### config.mk
export PLATFORM = sky130hd
export DESIGN_NAME = fifo_wr_arbiter_flat
export DESIGN_NICKNAME = d
export VERILOG_FILES = /design/src/rtl/fifo_wr_arbiter_if.sv /design/src/rtl/fifo_wr_arbiter.sv /design/src/flat_wrapper.sv
export SDC_FILE = /design/constraint.sdc
export NUM_CORES = 1
export LEC_CHECK = 0
export CORE_MARGIN = 1.5
export CORE_UTILIZATION = 34
export DETAILED_ROUTE_END_ITERATION = 10
export HOLD_SLACK_MARGIN = 0.12
export PLACE_DENSITY = 0.77
export SYNTH_ARGS = -nofsm -noshare
export SYNTH_HDL_FRONTEND = slang
export SYNTH_SLANG_ARGS = --single-unit
### constraint.sdc
create_clock -name clk -period 1.84 [get_ports clk]
set_input_delay 0.184 -clock clk [delete_from_list [all_inputs] [get_ports clk]]
set_output_delay 0.184 -clock clk [all_outputs]
set_load 0.005 [all_outputs]
### src/rtl/fifo_wr_arbiter_if.sv
// Write-port sharing bundle: N_REQ valid/ready producers on one side,
// a single Synchronous_FIFO write port plus status on the other.
interface fifo_wr_arbiter_if #(
    parameter int N_REQ  = 4,
    parameter int DATA_W = 16,
    parameter int ID_W   = $clog2(N_REQ)
);
    logic [N_REQ-1:0]        req_valid;
    logic [N_REQ*DATA_W-1:0] req_data;
    logic [N_REQ-1:0]        req_ready;
    logic                    fifo_full;
    logic                    fifo_w_en;
    logic [DATA_W-1:0]       fifo_data_in;
    logic [ID_W-1:0]         grant_id;
    logic                    busy;
    logic [15:0]             stall_cnt;

    modport master (
        input  req_valid, req_data, fifo_full,
        output req_ready, fifo_w_en, fifo_data_in, grant_id, busy, stall_cnt
    );

    modport slave (
        output req_valid, req_data, fifo_full,
        input  req_ready, fifo_w_en, fifo_data_in, grant_id, busy, stall_cnt
    );
endinterface

### src/rtl/fifo_wr_arbiter.sv
// Round-robin arbiter sharing one FIFO write port between N_REQ producers;
// a grant lasts up to BURST beats and full backpressure reaches only the owner.
module fifo_wr_arbiter #(
    parameter int N_REQ  = 4,
    parameter int DATA_W = 16,
    parameter int BURST  = 4,
    parameter int ID_W   = $clog2(N_REQ)
) (
    input logic              clk,
    input logic              rst_n,
    fifo_wr_arbiter_if.master bus
);

    localparam int          CNT_W  = (BURST > 1) ? $clog2(BURST) : 1;
    localparam int unsigned NREQ_U = N_REQ;

    typedef enum logic {
        IDLE,
        HOLD
    } state_e;

    state_e            state_q, state_d;
    logic [ID_W-1:0]   owner_q, owner_d;
    logic [ID_W-1:0]   rr_ptr_q, rr_ptr_d;
    logic [CNT_W-1:0]  beat_cnt_q, beat_cnt_d;
    logic [15:0]       stall_cnt_q, stall_cnt_d;

    logic [ID_W-1:0]   winner;
    logic [ID_W-1:0]   scan_idx;
    logic              any_valid;
    logic              own_valid;
    logic              accept;
    logic              last_beat;
    logic [ID_W-1:0]   next_ptr;

    logic [N_REQ-1:0]  ready;
    logic              w_en;
    logic [DATA_W-1:0] data_out;
    logic [ID_W-1:0]   gid;
    logic              busy;

    // First valid requester at or after rr_ptr, wrapping circularly.
    always_comb begin
        winner    = '0;
        any_valid = 1'b0;
        scan_idx  = '0;
        for (int unsigned i = 0; i < NREQ_U; i++) begin
            scan_idx = ID_W'((32'(rr_ptr_q) + i) % NREQ_U);
            if (!any_valid && bus.req_valid[scan_idx]) begin
                winner    = scan_idx;
                any_valid = 1'b1;
            end
        end
    end

    assign own_valid = bus.req_valid[owner_q];
    assign accept    = (state_q == HOLD) && own_valid && !bus.fifo_full;
    assign last_beat = (beat_cnt_q == CNT_W'(BURST - 1));
    assign next_ptr  = (owner_q == ID_W'(N_REQ - 1)) ? '0 : owner_q + 1'b1;

    always_ff @(posedge clk or negedge rst_n) begin
        if (!rst_n) begin
            state_q     <= IDLE;
            owner_q     <= '0;
            rr_ptr_q    <= '0;
            beat_cnt_q  <= '0;
            stall_cnt_q <= '0;
        end else begin
            state_q     <= state_d;
            owner_q     <= owner_d;
            rr_ptr_q    <= rr_ptr_d;
            beat_cnt_q  <= beat_cnt_d;
            stall_cnt_q <= stall_cnt_d;
        end
    end

    always_comb begin
        state_d     = state_q;
        owner_d     = owner_q;
        rr_ptr_d    = rr_ptr_q;
        beat_cnt_d  = beat_cnt_q;
        stall_cnt_d = stall_cnt_q;
        unique case (state_q)
            IDLE: begin
                if (any_valid) begin
                    state_d    = HOLD;
                    owner_d    = winner;
                    beat_cnt_d = '0;
                end
            end
            HOLD: begin
                if (accept) begin
                    beat_cnt_d = beat_cnt_q + 1'b1;
                end
                if (own_valid && bus.fifo_full && (stall_cnt_q != 16'hFFFF)) begin
                    stall_cnt_d = stall_cnt_q + 16'd1;
                end
                // Dropping valid releases the grant even while the FIFO is full.
                if ((accept && last_beat) || !own_valid) begin
                    state_d  = IDLE;
                    rr_ptr_d = next_ptr;
                end
            end
            default: state_d = IDLE;
        endcase
    end

    always_comb begin
        ready    = '0;
        w_en     = 1'b0;
        data_out = '0;
        gid      = '0;
        busy     = 1'b0;
        if (state_q == HOLD) begin
            ready[owner_q] = !bus.fifo_full;
            w_en           = accept;
            data_out       = bus.req_data[owner_q*DATA_W +: DATA_W];
            gid            = owner_q;
            busy           = 1'b1;
        end
    end

    assign bus.req_ready    = ready;
    assign bus.fifo_w_en    = w_en;
    assign bus.fifo_data_in = data_out;
    assign bus.grant_id     = gid;
    assign bus.busy         = busy;
    assign bus.stall_cnt    = stall_cnt_q;

endmodule
### src/flat_wrapper.sv
// flat-port wrapper written by rule: the top's interface ports become plain ports
module fifo_wr_arbiter_flat 
#(
    parameter int N_REQ  = 4,
    parameter int DATA_W = 16,
    parameter int BURST  = 4,
    parameter int ID_W   = $clog2(N_REQ)
)
  (clk, rst_n, bus_req_valid, bus_req_data, bus_fifo_full, bus_req_ready, bus_fifo_w_en, bus_fifo_data_in, bus_grant_id, bus_busy, bus_stall_cnt);
  fifo_wr_arbiter_if #(.N_REQ(N_REQ), .DATA_W(DATA_W), .ID_W(ID_W)) bus_i ();
  input logic clk;
  input logic rst_n;
  input wire logic [$bits(bus_i.req_valid)-1:0] bus_req_valid;
  input wire logic [$bits(bus_i.req_data)-1:0] bus_req_data;
  input wire logic [$bits(bus_i.fifo_full)-1:0] bus_fifo_full;
  output wire logic [$bits(bus_i.req_ready)-1:0] bus_req_ready;
  output wire logic [$bits(bus_i.fifo_w_en)-1:0] bus_fifo_w_en;
  output wire logic [$bits(bus_i.fifo_data_in)-1:0] bus_fifo_data_in;
  output wire logic [$bits(bus_i.grant_id)-1:0] bus_grant_id;
  output wire logic [$bits(bus_i.busy)-1:0] bus_busy;
  output wire logic [$bits(bus_i.stall_cnt)-1:0] bus_stall_cnt;
  assign bus_i.req_valid = bus_req_valid;
  assign bus_i.req_data = bus_req_data;
  assign bus_i.fifo_full = bus_fifo_full;
  assign bus_req_ready = bus_i.req_ready;
  assign bus_fifo_w_en = bus_i.fifo_w_en;
  assign bus_fifo_data_in = bus_i.fifo_data_in;
  assign bus_grant_id = bus_i.grant_id;
  assign bus_busy = bus_i.busy;
  assign bus_stall_cnt = bus_i.stall_cnt;
  fifo_wr_arbiter #(.N_REQ(N_REQ), .DATA_W(DATA_W), .BURST(BURST), .ID_W(ID_W)) u_core (.clk(clk), .rst_n(rst_n), .bus(bus_i));
endmodule
Yosys cells after proc, flatten, opt, wreduce, memory -nomap -nowiden
Cells that the tools add are included.
- logic and storage cells: 76
- output and inout bits: 40
- input port bits: 71
- bits in registers: 23
- bitwise gates (word level): 2
- magnitude comparators: 6
- add/sub/neg operators: 6
- shift operators: 1
- reduce and logical (&&, ||, !) cells: 19
- muxes and demuxes: 32
- eq/ne operators: 5
- operators with widths (kind ; number):
    variable part select 64 x 7 -> 16 bit ; 1
    adder 16 x 1 -> 16 bit (second input constant) ; 1
    2-to-1 mux 16 bit ; 1
    2-to-1 mux 2 bit ; 8
    != test 16 bit (second input constant) ; 1
    < comparator 2 x 3 -> 1 bit (second input constant) ; 5
    2-to-1 mux 1 bit ; 14
    binary-select mux 1 bit (select 2 bit) ; 5
    logical AND 1 bit ; 9
    AND reduction 2 bit ; 4
    adder 2 x 1 -> 2 bit (second input constant) ; 3
    logical NOT 1 bit ; 5
    adder 2 bit (second input constant) ; 2
    bitwise AND 4 bit ; 1
    equality test 2 bit (second input constant) ; 2
    2-to-1 mux 4 bit ; 1
    one-hot mux 2 bit (2 select lines) ; 1
    demux 1 bit (select 2 bit) ; 1
    greater-or-equal comparator 2 x 1 -> 1 bit (second input constant) ; 1
    != test 2 x 1 -> 1 bit (second input constant) ; 1
    != test 2 bit (second input constant) ; 1
    one-hot mux 1 bit (2 select lines) ; 1
    logical OR 1 bit ; 1
    inverter 1 bit ; 1

Logic depth before layout (Yosys ltp)
Gate-level depths: netlist (run 1).
- word-level depth: 14
- depth in mapped cells: 7

Worst setup path before layout (run 1)
No wires, ideal clock.
- path kind: reg-to-reg
- start: register u_core.stall_cnt_q[0], in the netlist u_core.bus.stall_cnt[0]
- end: register u_core.stall_cnt_q[1], in the netlist u_core.bus.stall_cnt[1]
- setup slack: -0.067 ns
- data required time: 1.715 ns
- stages on the path, launching flop included: 8
- arrival: 1.783 ns
- buffers on the path: 2
- period minus slack after synthesis: 1.907 ns
- cell sequence: dfrtp_1 > ha_1 > and3_1 > buf_6 > and4_4 > buf_6 > a21oi_1 > mux2_2
- cells in the longest elaborated chain, start to end: 3
- elaborated cells between the ends (all ways): 4
- those cells by class: 1 x add/sub; 1 x eq/ne; 2 x reduce/logical
- ends and longest elaborated chain (element ; RTL line ; text):
    start: declaration ; fifo_wr_arbiter.sv:26 ; logic [15:0] stall_cnt_q, stall_cnt_d;
    start signal: assignment ; fifo_wr_arbiter.sv:73 ; stall_cnt_q <= stall_cnt_d;
    branches (longest 3 deep; another with adder 16 x 1 -> 16 bit) ; -- ;
Several ways; the timed one is not identified.
A chain may end at the register's enable or synchronous reset.

Worst setup path in the final report (run 1)
- start: register u_core.owner_q[0]
- end: output bus_fifo_data_in[5]
- cells in the longest elaborated chain, start to end: 2
- ends and longest elaborated chain (element ; RTL line ; text):
    start: declaration ; fifo_wr_arbiter.sv:23 ; logic [ID_W-1:0] owner_q, owner_d;
    start signal: assignment ; fifo_wr_arbiter.sv:70 ; owner_q <= owner_d;
    variable part select 64 x 7 -> 16 bit ; fifo_wr_arbiter.sv:117 ; data_out = bus.req_data[owner_q*DATA_W +: DATA_W];
    2-to-1 mux 16 bit ; fifo_wr_arbiter.sv:114 ; if (state_q == HOLD) begin
    end: declaration ; flat_wrapper.sv:18 ; output wire logic [$bits(bus_i.fifo_data_in)-1:0] bus_fifo_data_in;
Every way passes these cells.

==> summary.txt, run 1 <==
Worst setup path
  – Worst Path Required: 1.66 ns
  – CP Max Fanout: 5
  – Startpoint types: register
  – WP buf/inv: 3
  – Slowest cell on crit path: mux4_2
  – CP max stage delay: 0.49 ns
  – CP dominant cell by count: buf_6
  – Crit end category: primary output
  – Cells along the critical path: clkbuf_16 > buf_6 > mux4_2 > and2_4 > buf_6
  – Worst Path Arrival: 1.76 ns
  – Worst Setup Path Type: register to primary output
  – CP top delay family: multiplexers

GRT
  – Largest net degree at the start of global routing: 24
  – GR Util All Layers: 21.74%
  – First-pass GRT wire length: 10270 microns
  – Vias in the first global route: 1989
  – Gr ovfl total: 0
  – Initial antenna violation count: 0

Synth
  – Synth async-reset ratio: 100.0%
  – Cells after synthesis: 170
  – #FFs+latches synth: 23
  – EDFF count, synth: 0
  – Synth top area share: 30.85%
  – Synth cell types: 37
  – Synth area leader: dfrtp_1
  – Top cells by area, synth: dfrtp_1 31%, mux4_2 21%, and2_1 7.4%, xor2_1 5.6%, ha_1 4.0%
  – Sequential fraction of the synthesis area: 30.85%
  – Warnings, synthesis: 0
  – Avg Cell Area, Syn: 10.97 sq um
  – Synth Cell Area: 1866 sq um
  – Predominant post-synthesis flop cell: dfrtp_1
  – Net Count, Synth: 247

STA
  – Hold Vio Cnt, Final: 0
  – F_max: 0.5145 GHz
  – RSZ-0062 raised after global routing: yes
  – Pins over their slew limit: 0
  – Final worst path period need: 1.944 ns
  – Crit share post-route: 105.6%
  – Final Skew: 0.005216 ns
  – Worst slew pin tran: 0.4409 ns
  – Slack of the critical path: -0.1037 ns
  – Worst relative slew slack: 70.55%
  – Hold slack final: 0.2659 ns
  – Number of setup violations in the final report: 19

Clock network
  – CTS tree: built
  – Clock Path Buffers: 2
  – Clk_lat worst skew: 0.27 ns
  – Clock root cell: clkbuf_8
  – H-tree levels: 1
  – Clock transition at path regs: 0.09 ns
  – Cts hold-fix bufs: 0
  – Clk sinks: 23
  – Cts bufs inserted: 3

Routing
  – Routed WL: 6481 microns
  – DRT Pass-1 Iters: 4
  – DR vias/cell: 5.068
  – Initial drt markers: 87
  – Routed via count: 1941
  – Post-route antenna net violation count: 0
  – DR WL/cell: 16.92 microns
  – M1 wire length: 2704 microns
  – Routed wl met3: 278 microns
  – Met2 wire len: 3354 microns
  – Drc violations: 0
  – Top sig layer: met4

Final layout
  – Fin cells: 383
  – Commonest non-fill, non-tap cell in the layout: clkdlybuf4s50_1
  – Inserted Diodes: 0
  – Layout cell share with drive strength beyond 1: 35.78%
  – NumNets Final: 391
  – Synthesis-to-layout area growth: 91.95%
  – Commonest non-fill, non-tap cells in the layout: 88 x clkdlybuf4s50_1, 28 x buf_6, 22 x dfrtp_1
  – Fillcell total: 372
  – Post-route cell area: 3581 sq um

Floorplanning
  – Initial Util: 35.84%
  – Core area: 5205 sq um
  – Io pins: 111
  – Total die area: 5941 sq um
  – Die H: 77.08 microns
  – Row cnt: 26
  – Die Wd: 77.08 microns

Power and ir drop
  – Leakage: 0.001514 uW
  – Worst VDD drop: 665.2 uV
  – PwrDens: 1143 nW/um^2
  – Overall power: 4091 uW

Place
  – Hpwl dp: 4742 microns
  – Area after DPL: 3201 sq um
  – Dpl cells: 360
  – Input/output buffers: 110
  – Placer Congestion: 0.8334

Min path
  – Type of the most critical hold path: input port to async pin

Run status
  – Failing checks: setup timing
  – Status: complete, but fails checks

Flow run
  – Maximum capacitance violations: 0
-- layout make-up --
class	instances	area, sq um	area share (%)
Multi-Input combinational cell	129	1331	37.18
Inverter	7	26.28	0.7338
Tap cell	70	87.58	2.446
Clock buffer	4	45.04	1.258
Timing Repair Buffer	150	1514	42.28
Sequential cell	23	576.8	16.11
-- flip-flops by register name, indices dropped and copies added, names as in the netlist --
name / count
u_core.beat_cnt_q: 2
u_core.bus.stall_cnt: 16
u_core.owner_q: 2
u_core.rr_ptr_q: 2
u_core.state_q: 1
-- report_power, final --
group / switching, uW / internal (uW)
combinational: 1080 / 1890
sequential: 156 / 635
clock: 172 / 155
-- logic make-up (layout without fill, tap and decap cells) --
kind of cell / count (synthesis) / count (layout) / synth area share [%]
AND/OR/NAND/NOR: 67 / 67 / 21.66
buffers and inverters: 18 / 161 / 5.030
multiplexers: 20 / 20 / 22.27
flip-flops: 23 / 23 / 30.85
XOR/XNOR: 15 / 15 / 7.042
adder cells (fa/ha/maj): 6 / 6 / 4.024
AO/OA/AOI/OAI: 21 / 21 / 9.122
-- through the flow --
step	setup slack [ns]	util (%)	setup TNS, ns
floorplan	0.01675	-	0
global placement	-0.1002	61.49	-1.439
detailed placement	-0.1055	61.49	-1.817
CTS	-0.1787	66.23	-1.605
global route	-0.1523	68.80	-2.190
finish	-0.1037	68.80	-1.084
-- worst paths after layout --
path	start	slack, ns	cells past startpoint	to
hold / removal	rst_n	0.27	2	u_core.bus.stall_cnt[5]
setup reg to reg	u_core.owner_q[0]	-0.03	6	u_core.bus.stall_cnt[14]
setup / recovery	u_core.owner_q[0]	-0.10	5	bus_fifo_data_in[5]
hold reg to reg	u_core.bus.stall_cnt[14]	0.49	1	u_core.bus.stall_cnt[14]
min in group clk	u_core.bus.stall_cnt[14]	0.49	1	u_core.bus.stall_cnt[14]
max in group asynchronous	rst_n	1.32	2	u_core.owner_q[0]
-- Yosys cell counts (3+ instances only) --
cell type	number
nand2_1	9
nor2_1	6
and2_1	22
mux4_2	17
clkbuf_1	4
inv_1	7
and4_1	3
dfrtp_1	23
nand3_1	8
xor2_1	12
ha_1	6
o21ai_0	3
a211oi_1	6
xnor2_1	3
nand4_1	5
a21oi_1	6
buf_2	3
-- timing repair --
| action | 4_1_cts | 5_1_grt |
|---|---|---|
| resized for setup | 103 | 36 |
| setup buffers | 17 | 1 |
| cloned | 1 | 0 |
| pin swaps | 18 | 9 |
| setup endpoints to repair | 22 | 33 |
-- layer usage --
| layer | track usage, % | up-vias |
|---|---|---|
| met5 | 0 | - |
| met1 | 27.80 | 952 |
| li1 | - | 922 |
| met4 | 6.000 | 0 |
| met2 | 37.88 | 54 |
| met3 | 3.571 | 13 |
No activity file was read; power rests on OpenSTA's default activity.
==> run 2, diff against run 1 <==
Settings changed: CORE_UTILIZATION 34 to 38, GPL_ROUTABILITY_DRIVEN set to 0, PLACE_DENSITY 0.77 to 0.81.
Clock period 1.84 ns to 2.1 ns, I/O delays scaled along.
==> run 2 against run 1 <==
The run now ends clean; setup slack improved by 0.18 ns; clock skew increased by 0.0021 ns; via count decreased by 6.9%; critical path depth unchanged; register-to-register slack improved by 0.15 ns; largest power group unchanged.
==> summary.txt, run 2 (same netlist as run 1, synthesis figures left out) <==
Clock network
  – CTS tree: built (unchanged)
  – Clock root cell: clkbuf_8 (unchanged)
  – Clk_lat worst skew: 0.26 ns (was 0.27 ns)
  – H-tree levels: 1 (unchanged)
  – Cts bufs inserted: 3 (unchanged)
  – Cts hold-fix bufs: 0 (unchanged)
  – Clock transition at path regs: 0.08 ns (was 0.09 ns)
  – Clk sinks: 23 (unchanged)
  – Clock Path Buffers: 2 (unchanged)

Final layout
  – Commonest non-fill, non-tap cell in the layout: clkdlybuf4s50_1 (unchanged)
  – Commonest non-fill, non-tap cells in the layout: 89 x clkdlybuf4s50_1, 22 x and2_1, 22 x dfrtp_1 (was 88 x clkdlybuf4s50_1, 28 x buf_6, 22 x dfrtp_1)
  – Fin cells: 358 (was 383)
  – Post-route cell area: 3198 sq um (was 3581 sq um)
  – Synthesis-to-layout area growth: 71.43% (was 91.95%)
  – Inserted Diodes: 0 (unchanged)
  – Layout cell share with drive strength beyond 1: 17.18% (was 35.78%)
  – Final design utilization: 67.71% (was 68.80%)
  – Max reg flops: 16 (unchanged)
  – Fillcell total: 370 (was 372)
  – NumNets Final: 369 (was 391)

Floorplanning
  – Io pins: 111 (unchanged)
  – Die H: 73.07 microns (was 77.08 microns)
  – Total die area: 5338 sq um (was 5941 sq um)
  – Initial Util: 39.50% (was 35.84%)
  – Die Wd: 73.07 microns (was 77.08 microns)
  – Core area: 4723 sq um (was 5205 sq um)
  – Row cnt: 25 (was 26)

Worst setup path
  – Worst Path Arrival: 1.81 ns (was 1.76 ns)
  – CP max stage delay: 0.48 ns (was 0.49 ns)
  – Cells along the critical path: buf_12 > buf_16 > mux4_2 > and2_1 > dlygate4sd2_1 (was clkbuf_16 > buf_6 > mux4_2 > and2_4 > buf_6)
  – Worst Setup Path Type: register to primary output (unchanged)
  – Startpoint types: register (unchanged)
  – Slowest cell on crit path: mux4_2 (unchanged)
  – CP Max Fanout: 7 (was 5)
  – Worst Path Required: 1.89 ns (was 1.66 ns)
  – Crit end category: primary output (unchanged)

STA
  – Final Skew: 0.007294 ns (was 0.005216 ns)
  – F_max: 0.4949 GHz
  – Number of setup violations in the final report: 0 (was 19)
  – Pins over their slew limit: 0 (unchanged)
  – Hold Vio Cnt, Final: 0 (unchanged)
  – Worst relative slew slack: 67.22% (was 70.55%)
  – Crit share post-route: 96.22%
  – RSZ-0062 raised after global routing: no (was yes)
  – Setup_tns: 0 ns (was -1.084 ns)
  – Final worst path period need: 2.021 ns
  – Worst slew pin tran: 0.4918 ns (was 0.4409 ns)

Routing
  – DR WL/cell: 16.17 microns (was 16.92 microns)
  – Post-route antenna net violation count: 0 (unchanged)
  – DR vias/cell: 5.050 (was 5.068)
  – Routed WL: 5789 microns (was 6481 microns)
  – Drc violations: 0 (unchanged)
  – Initial drt markers: 59 (was 87)
  – DRT Pass-1 Iters: 4 (unchanged)
  – Routed via count: 1808 (was 1941)

GRT
  – Largest net degree at the start of global routing: 24 (unchanged)
  – Initial antenna violation count: 0 (unchanged)
  – Vias in the first global route: 1848 (was 1989)
  – Gr ovfl total: 0 (unchanged)
  – GR Util All Layers: 22.69% (was 21.74%)
  – First-pass GRT wire length: 9211 microns (was 10270 microns)

Run status
  – Status: completed (was complete, but fails checks)

Place
  – Hpwl dp: 4642 microns (was 4742 microns)
  – Input/output buffers: 110 (unchanged)
  – Area after DPL: 3120 sq um (was 3201 sq um)
  – Dpl cells: 351 (was 360)

Power and ir drop
  – PwrDens: 895.9 nW/um^2 (was 1143 nW/um^2)
  – Worst VDD drop: 558.1 uV (was 665.2 uV)
  – Overall power: 2865 uW (was 4091 uW)
  – Leakage: 0.001370 uW (was 0.001514 uW)

Min path
  – Type of the most critical hold path: input port to async pin (unchanged)

Flow run
  – Maximum capacitance violations: 0 (unchanged)
-- run 2: changes by cell type in the layout (fill, tap and decap cells not counted), sizes merged --
cell,previous run,this run
clkdlybuf4s50,88,89
clkbuf,6,4
dlygate4sd2,1,21
buf,55,18
clkdlybuf4s15,4,0
-- run 2: routing by layer --
metal / wire length (microns) / GRT usage (%) / up-vias / share of wire (%)
li1: - / - / 868 / -
met1: 2333 / 27.39 / 865 / 40
met2: 2995 / 40.20 / 63 / 52
met3: 351 / 5.249 / 12 / 6.1
met4: 109 / 6.289 / 0 / 1.9
met5: 0 / 0 / - / 0
-- run 2: area by class of cell --
type                       instances  area [sq um]  area share (%)
timing repair buffer             128          1267           39.63
multi-input combinational        129          1199           37.48
sequential                        23         576.8           18.04
tap                               67         83.83           2.621
inverter                           7         26.28          0.8216
clock buffer                       4         45.04           1.408
-- run 2: per-stage QoR --
| step | hold WS [ns] | worst slack, ns |
|---|---|---|
| floorplan | -0.08559 | 0.1926 |
| global placement | 0.4852 | 0.1383 |
| detailed placement | 0.4932 | 0.1054 |
| CTS | 0.3125 | 0.07063 |
| global route | 0.3327 | 0.005372 |
| finish | 0.3021 | 0.07948 |
-- run 2: power breakdown --
part	leakage (uW)	internal (uW)	switching, uW
Combinational	0.00105	1170	730
Clock	0.0000228	135	134
Sequential	0.000296	556	144
-- run 2: repair_timing --
| action | in CTS | in global routing |
|---|---|---|
| gates cloned | 1 | 0 |
| endpoints found under the hold margin | 0 | 0 |
| resized for setup | 24 | 0 |
| pin swaps | 0 | 1 |
| buffers inserted | 2 | 0 |
| setup endpoints to repair | 18 | 1 |
-- run 2: critical path, delay by kind of cell (launching register included) --
| kind | cells | cell delay, ns |
|---|---|---|
| DFF | 1 | 0.42 |
| and+or+nand+nor | 1 | 0.17 |
| buffers and inverters | 3 | 0.50 |
| muxes | 1 | 0.48 |
-- run 2: worst paths after layout --
path | from | cells past startpoint | slack (ns) | to
setup reg to reg | u_core.owner_q[0] | 7 | 0.12 | u_core.bus.stall_cnt[6]
min in group clk | u_core.bus.stall_cnt[9] | 1 | 0.50 | u_core.bus.stall_cnt[9]
setup / recovery | u_core.owner_q[0] | 5 | 0.08 | bus_fifo_data_in[7]
max in group asynchronous | rst_n | 2 | 1.54 | u_core.owner_q[0]
hold / removal | rst_n | 2 | 0.30 | u_core.bus.stall_cnt[12]
hold reg to reg | u_core.bus.stall_cnt[9] | 1 | 0.50 | u_core.bus.stall_cnt[9]
